<file path="config.mk">
export PLATFORM = sky130hd
export DESIGN_NAME = alu_arbiter
export DESIGN_NICKNAME = d
export VERILOG_FILES = /design/src/rtl/alu_arbiter_pkg.sv /design/src/rtl/alu_arbiter_alu.sv /design/src/rtl/alu_arbiter.sv
export SDC_FILE = /design/constraint.sdc
export NUM_CORES = 1
export LEC_CHECK = 0
export ABC_CLOCK_PERIOD_IN_PS = 8350
export CAP_MARGIN = 20
export CORE_MARGIN = 8
export CORE_UTILIZATION = 30
export CTS_CLUSTER_SIZE = 40
export DETAILED_ROUTE_END_ITERATION = 10
export DONT_BUFFER_PORTS = 1
export PLACE_DENSITY_LB_ADDON = 0.08
export SKIP_LAST_GASP = 1
export SYNTH_ARGS = -nofsm -noshare
export SYNTH_HDL_FRONTEND = slang
export SYNTH_HIERARCHICAL = 1
export SYNTH_SLANG_ARGS = --single-unit
</file>
<file path="constraint.sdc">
create_clock -name clk -period 8.35 [get_ports clk]
set_clock_uncertainty 0.2 [all_clocks]
set_input_delay 0.4175 -clock clk [delete_from_list [all_inputs] [get_ports clk]]
set_output_delay 0.4175 -clock clk [all_outputs]
set_load 0.01 [all_outputs]
</file>
<file path="src/rtl/alu_arbiter_pkg.sv">
// rtl/alu_arbiter_pkg.sv - shared ALU select encodings and helpers for alu_arbiter
package alu_arbiter_pkg;

    typedef enum int {
        ALU_ADD   = 0,
        ALU_SUB   = 1,
        ALU_AND   = 2,
        ALU_OR    = 3,
        ALU_XOR   = 4,
        ALU_SLT   = 5,
        ALU_SLTU  = 6,
        ALU_SLL   = 7,
        ALU_SRL   = 8,
        ALU_SRA   = 9,
        ALU_COPY1 = 10
    } alu_op_e;

    localparam int LAST_VALID_SEL = 10;

    // Codes above the last encoding produce a zero result and raise rsp_err.
    function automatic logic sel_undefined(input int sel);
        return sel > LAST_VALID_SEL;
    endfunction

endpackage

</file>
<file path="src/rtl/alu_arbiter_alu.sv">
// rtl/alu_arbiter_alu.sv - combinational ALU shared by both requesters
module alu_arbiter_alu
    import alu_arbiter_pkg::*;
#(
    parameter int DATA_W = 32,
    parameter int SEL_W  = 4
) (
    input  logic [DATA_W-1:0] op1,
    input  logic [DATA_W-1:0] op2,
    input  logic [SEL_W-1:0]  sel,
    output logic [DATA_W-1:0] result
);

    localparam int SH_W = $clog2(DATA_W);

    logic [SH_W-1:0] shamt;
    logic            lt_signed;
    logic            lt_unsigned;

    assign shamt       = op2[SH_W-1:0];
    assign lt_signed   = $signed(op1) < $signed(op2);
    assign lt_unsigned = op1 < op2;

    always_comb begin
        result = '0;
        case (int'(sel))
            ALU_ADD:   result = op1 + op2;
            ALU_SUB:   result = op1 - op2;
            ALU_AND:   result = op1 & op2;
            ALU_OR:    result = op1 | op2;
            ALU_XOR:   result = op1 ^ op2;
            ALU_SLT:   result = {{(DATA_W-1){1'b0}}, lt_signed};
            ALU_SLTU:  result = {{(DATA_W-1){1'b0}}, lt_unsigned};
            ALU_SLL:   result = op1 << shamt;
            ALU_SRL:   result = op1 >> shamt;
            ALU_SRA:   result = $signed(op1) >>> shamt;
            ALU_COPY1: result = op1;
            default:   result = '0;
        endcase
    end

endmodule

</file>
<file path="src/rtl/alu_arbiter.sv">
// rtl/alu_arbiter.sv - two-requester arbiter around one ALU with a registered response slot
// Define ALU_ARBITER_RR_EN for round-robin arbitration; fixed priority (requester 0) otherwise.
module alu_arbiter
    import alu_arbiter_pkg::*;
#(
    parameter int DATA_W = 32,
    parameter int SEL_W  = 4
) (
    input  logic                  clk,
    input  logic                  rst,
    input  logic [1:0]            req_valid,
    output logic [1:0]            req_ready,
    input  logic [2*DATA_W-1:0]   req_op1,
    input  logic [2*DATA_W-1:0]   req_op2,
    input  logic [2*SEL_W-1:0]    req_sel,
    output logic [1:0]            rsp_valid,
    input  logic [1:0]            rsp_ready,
    output logic [DATA_W-1:0]     rsp_data,
    output logic                  rsp_err
);

    typedef enum logic {
        S_IDLE = 1'b0,
        S_HOLD = 1'b1
    } state_e;

    state_e              state;
    state_e              state_next;
    logic                owner;
    logic                grant;
    logic                slot_free;
    logic                accept;
    logic [DATA_W-1:0]   alu_op1;
    logic [DATA_W-1:0]   alu_op2;
    logic [SEL_W-1:0]    alu_sel;
    logic [DATA_W-1:0]   alu_result;

`ifdef ALU_ARBITER_RR_EN
    logic last;

    // On contention the requester that was not served last wins.
    always_comb begin
        grant = ~req_valid[0];
        if (&req_valid) begin
            grant = ~last;
        end
    end

    always_ff @(posedge clk) begin
        if (rst) begin
            last <= 1'b1;
        end else if (accept) begin
            last <= grant;
        end
    end
`else
    assign grant = ~req_valid[0];
`endif

    assign slot_free = (state == S_IDLE) || rsp_ready[owner];
    assign accept    = !rst && slot_free && req_valid[grant];
    assign req_ready = {grant, ~grant} & {2{accept}};

    assign alu_op1 = grant ? req_op1[2*DATA_W-1:DATA_W] : req_op1[DATA_W-1:0];
    assign alu_op2 = grant ? req_op2[2*DATA_W-1:DATA_W] : req_op2[DATA_W-1:0];
    assign alu_sel = grant ? req_sel[2*SEL_W-1:SEL_W]   : req_sel[SEL_W-1:0];

    alu_arbiter_alu #(
        .DATA_W (DATA_W),
        .SEL_W  (SEL_W)
    ) u_alu (
        .op1    (alu_op1),
        .op2    (alu_op2),
        .sel    (alu_sel),
        .result (alu_result)
    );

    // A drain and a new accept in the same cycle keep the slot in HOLD with no bubble.
    always_comb begin
        state_next = state;
        if (accept) begin
            state_next = S_HOLD;
        end else if (state == S_HOLD && rsp_ready[owner]) begin
            state_next = S_IDLE;
        end
    end

    always_ff @(posedge clk) begin
        if (rst) begin
            state    <= S_IDLE;
            owner    <= 1'b0;
            rsp_data <= '0;
            rsp_err  <= 1'b0;
        end else begin
            state <= state_next;
            if (accept) begin
                owner    <= grant;
                rsp_data <= alu_result;
                rsp_err  <= sel_undefined(int'(alu_sel));
            end
        end
    end

    assign rsp_valid = (state == S_HOLD) ? {owner, ~owner} : 2'b00;

endmodule

</file>
=== Yosys cells after proc, flatten, opt, wreduce, memory -nomap -nowiden ===
Cells that the tools add are included.

* Add/subtract/negate cells: 2
* Multiplexer cells: 11
* Divide/modulo/power cells: 0
* Eq/ne operators: 10
* Bitwise operators: 7
* Reductions and logical operators: 7
* Shifts and indexed selects: 3
* Multiply operators: 0
* Magnitude comparators: 5

{| class="wikitable"
|+ Operator list
! cell !! number
|-
| $pmux 32 s11 || 1
|-
| $lt 32x32->1 || 2
|-
| $mux 32 || 2
|-
| $add 32x32->32 || 1
|-
| $and 32x32->32 || 1
|-
| $or 32x32->32 || 1
|-
| $shl 32x5->32 || 1
|-
| $shr 32x5->32 || 1
|-
| $sshr 32x5->32 || 1
|-
| $sub 32x32->32 || 1
|-
| $xor 32x32->32 || 1
|-
| $eq 4x3->1 const B || 4
|-
| $eq 4x4->1 const B || 3
|-
| $eq 4x2->1 const B || 2
|-
| $mux 1 || 6
|-
| $eq 4x1->1 const B || 1
|-
| $gt 4x4->1 const B || 1
|-
| $logic_not 4->1 || 1
|-
| $lt 1x2->1 const B || 2
|-
| $mux 4 || 1
|-
| $logic_and 1x1->1 || 3
|-
| $not 1->1 || 3
|-
| $and 2x2->2 || 1
|-
| $mux 2 || 1
|-
| other kinds (3) || 3
|}

* Memories kept: 0
* RAM bits: 0
* Latch bits: 0
* Output and inout port bits: 37
* Logic and storage cells: 49
* Register bits after elaboration: 35
* ROM bits: 0

=== Longest topological paths before layout ===
* Word-level depth: 6
* Gate-level depth with buffers: 22
* Mapped depth without buffers: 15

=== Hierarchy ===
Netlist, hierarchy kept.

{| class="wikitable"
|+ By module, submodules not included
! module !! area each (sq um) !! times used !! cells an instance
|-
| alu_arbiter_alu || 9100.0 || 1 || 1310
|-
| alu_arbiter || 2298.5 || 1 || 237
|}

=== Least setup slack after synthesis ===
No wires, ideal clock.

* Path kind: input to register
* From: input port req_valid[0]
* To: register rsp_data[29]
* Setup time: 0.072 ns
* Buffers on the path: 8
* Setup slack: 3.409 ns
* Arrival: 4.670 ns
* Required time: 8.078 ns
* Stages: 22
* Path through: buf_2 -> buf_2 -> mux2_2 -> buf_2 -> inv_1 -> buf_2 -> buf_2 -> buf_2 -> buf_2 -> ha_1 -> buf_2 -> o21ai_1 -> o21ai_1 -> a21oi_2 -> o211a_1 -> o221ai_2 -> a311o_1 -> or4_1 -> a21oi_1 -> a211o_1 -> nand2_1 -> mux2i_1

* Cells in the longest elaborated chain, start to end: 3
* Elaborated cells on any way between the ends: 26

{| class="wikitable"
|+ RTL lines
! what !! line !! source
|-
| start, declared || alu_arbiter.sv:11 || <nowiki>input logic [1:0] req_valid,</nowiki>
|-
| $mux 32 (*) || alu_arbiter.sv:65 || <nowiki>assign alu_op2 = grant ? req_op2[2*DATA_W-1:DATA_W] : req_op2[DATA_W-1:0];</nowiki>
|-
| net alu_op2[2] || alu_arbiter.sv:34 || <nowiki>logic [DATA_W-1:0] alu_op2;</nowiki>
|-
| $sub 32x32->32 (tied with other cells) || alu_arbiter_alu.sv:28 || <nowiki>ALU_SUB: result = op1 - op2;</nowiki>
|-
| $pmux 32 s11 (*) || alu_arbiter_alu.sv:26 || <nowiki>case (int'(sel))</nowiki>
|-
| net alu_result[29] || alu_arbiter.sv:36 || <nowiki>logic [DATA_W-1:0] alu_result;</nowiki>
|-
| end signal, assigned || alu_arbiter.sv:98 || <nowiki>rsp_data <= alu_result;</nowiki>
|-
| end, declared || alu_arbiter.sv:18 || <nowiki>output logic [DATA_W-1:0] rsp_data,</nowiki>
|}

Mark *: on every way through the listed nets, which the timed path passes. The rest lies on a longest branch. The select of a mux whose other input is x is not followed.
A chain may end at the register's enable or synchronous reset.

=== Worst setup path in the final report ===
* From: input port req_valid[0]
* To: register rsp_data[26]

* Cells in the longest elaborated chain, start to end: 3
* Elaborated cells on any way between the ends: 26

{| class="wikitable"
|+ RTL lines
! what !! line !! source
|-
| $mux 32 (tied with other cells) || alu_arbiter.sv:64 || <nowiki>assign alu_op1 = grant ? req_op1[2*DATA_W-1:DATA_W] : req_op1[DATA_W-1:0];</nowiki>
|-
| $sub 32x32->32 (tied with other cells) || alu_arbiter_alu.sv:28 ||
|-
| $pmux 32 s11 (*) || alu_arbiter_alu.sv:26 ||
|-
| net alu_result[26] || alu_arbiter.sv:36 ||
|}

Marked as above.

==> flow_summary.ini <==
[timing]
fin_setup_tns_ps = 0
period_minus_slack_ps = 4750
setup_viol = 0
hold_viol = 0
rsz0062_at_grt = false
final_max_slew_viol_count = 0
finalCritPeriodShare_pct = 56.9
max_freq_mhz = 211
slew-limit-headroom_pct = 36.9
worst_pin_slew_ps = 935

[global_routing]
grtUsageTotal_pct = 23.5
met2_usage_pct = 37.1
met1_usage_pct = 32.1
grt_max_degree = 78
antenna_found_initial = 1
grt_pass1_vias = 11800
grt-busiest-layer = met2
use_met3_pct = 4.12
grt_pass1_wl_mm = 80.2
grt.overflow.total = 0

[power]
seqPwrFrac_pct = 14.6
intPower_uw = 703
power.density_nw_per_um2 = 128
peakVddDrop_uv = 64.2
leakagePower_nw = 4.69
netSwitchingFraction_pct = 53.5
power.share.clock_pct = 15.4
p_switching_uw = 809
power_frac_comb_pct = 70.0

[synthesis]
synth.top_cells.by_count = nor2_1 (164), nand2_1 (152), a21oi_1 (129), inv_1 (101), ha_1 (98)
ys.flop_type = dfxtp_1
ys_warn_count = 6
synth_top_area_share_pct = 10.8
synthCells = 1547
synth.most_common_cell = nor2_1
synth_seq_cells = 35
synth-edff-count = 0
yosysSeqAreaShare_pct = 6.15
synth_area_leaders = ha_1 (11%), mux2_2 (8.8%), mux4_2 (7.5%), mux2i_1 (6.9%), dfxtp_1 (6.1%)
synth.largest_area_cell = ha_1
syn_area_per_cell_um2 = 7.37
syn-num-nets = 1789
synth_area_um2 = 11400
yosysUniqueCellTypes = 99
async_reset_ff_share_pct = 0

[clocking]
cts.sinks = 35
clkTransAtPathRegs_ps = 70
cts_buffers = 5
cts_resized = 0
cts-htree-levels = 2
clockBufferDepth = 2
cts_tree = yes
clock_latency_ps = 300
post-cts-setup-buffer-count = 0
clockRootBuffer = clkbuf_16

[final_layout]
layout-drive-gt1-share_pct = 13.6
design_area_um2 = 11800
nFillCells = 4121
diodes = 0
nNetsFinal = 1691
synthToLayoutAreaGrowth_pct = 3.53

[setup_path]
critPathLaunchType = primary input
critical_path_class = in2reg
cp.arrival_ps = 4720
cp.required_ps = 8330
end_kind = flip-flop
critPathMaxFanout = 74

[place]
place_area_um2 = 11600
portBuffers = 0
gp_congestion = 0.934
hpwl_mm = 41.4

[floorplan]
initial_core_util_pct = 30.3
core-area_um2 = 37600
chipHeight_um = 211
die_w_um = 211
core.rowCount = 71
io_pins = 179
die-area_um2 = 44500

[job]
drv_cap = 0

[detailed_routing]
drc = 0
post_drt_wl_per_cell_um = 27.7
dr.pass1.iters = 6
drt-initial-drc-count = 1409
via_count = 12300
drt_wl_total_mm = 54.3
ant_nets = 0
vias_per_cell = 6.28

[hold_path]
hp-class = in2reg

[outcome]
outcome = finished clean
power groups by stage:
stage / Combinational [mW] / Sequential, mW / Clock [mW]
2_1_floorplan: 0.757 / 0.215 / 0
3_3_place_gp: 1.04 / 0.226 / 0
3_5_place_dp: 1.04 / 0.226 / 0
4_1_cts: 1.04 / 0.222 / 0.241
5_1_grt: 1.14 / 0.224 / 0.249
6_report: 1.06 / 0.221 / 0.233
area by class of cell:
cell class / instances / area, µm² / area share (%)
multi-input combinational: 1278 / 9710 / 82.3
sequential: 35 / 701 / 5.94
tap: 511 / 639 / 5.42
inverter: 105 / 394 / 3.34
timing repair buffer: 24 / 185 / 1.57
clock buffer: 5 / 125 / 1.06
clock inverter: 3 / 43.8 / 0.371
worst max-delay path: stages:
cell	delay, ps
mux2_2	220
buf_4	460
inv_1	560
ha_1	690
a21o_1	170
a21oi_1	60
o21ai_1	190
a31oi_1	280
o31a_1	470
a21oi_1	320
a31oi_1	170
a311oi_1	310
o311ai_0	190
nand2_1	100
mux2i_1	70
stage by stage:
step / power (mW) / setup WS, ps / instances / hold WS (ps) / utilization [%]
global placement: 1.27 / 3430 / 1951 / 291 / 30.9
floorplan: 0.971 / 3410 / 1547 / 279 / -
finish: 1.51 / 3600 / 1961 / 98.2 / 31.4
global route: 1.61 / 3350 / 1961 / 93.4 / 31.4
CTS: 1.51 / 3780 / 1961 / 85.6 / 31.4
detailed placement: 1.26 / 3460 / 1951 / 291 / 30.9
path summary, 6_finish.rpt:
check / from / endpoint / slack (ps) / cells past startpoint
setup reg to reg: owner / rsp_data[31] / 6540 / 4
hold / removal: rst / rsp_data[3] / 100 / 2
hold reg to reg: rsp_data[11] / rsp_data[11] / 310 / 2
setup / recovery: req_valid[0] / rsp_data[26] / 3600 / 15
flip-flops by register name (all words and copies together), names as in the netlist:
name	cells
rsp_data	32
state	1
owner	1
rsp_err	1
placed cells by master (no fill, tap or decap), drive strengths merged, types with 18 or more instances in the layout:
cell    count
mux2i      82
inv       103
mux4       38
nor2      164
buf        22
a21oi     132
nand2     152
o211ai     24
dfxtp      35
nor3       30
a211oi     20
ha         98
mux2       93
o21ai      89
a31oi      18
nand3      21
layer usage:
| layer | vias to the layer above | wire length [µm] |
|---|---|---|
| met5 | - | 10 |
| met4 | 2 | 1700 |
| met3 | 76 | 4440 |
| met2 | 621 | 24200 |
| met1 | 6008 | 24000 |
| li1 | 5607 | - |
repair_timing:
item                       CTS  global route
setup endpoints to repair    0             0
hold buffers                 2             0
hold endpoints to repair     2             0
kinds of logic (layout without fill, tap and decap cells):
group	count (synthesis)	count (layout)	share of synthesized area [%]
simple gates	449	449	17.7
xor+xnor	7	7	0.538
fa+ha+maj	100	100	11.1
buf+inv	234	137	9.04
flops	35	35	6.15
mux	213	213	24.3
compound gates	509	509	31.2
Note: power is estimated with default switching activity, not from simulation.
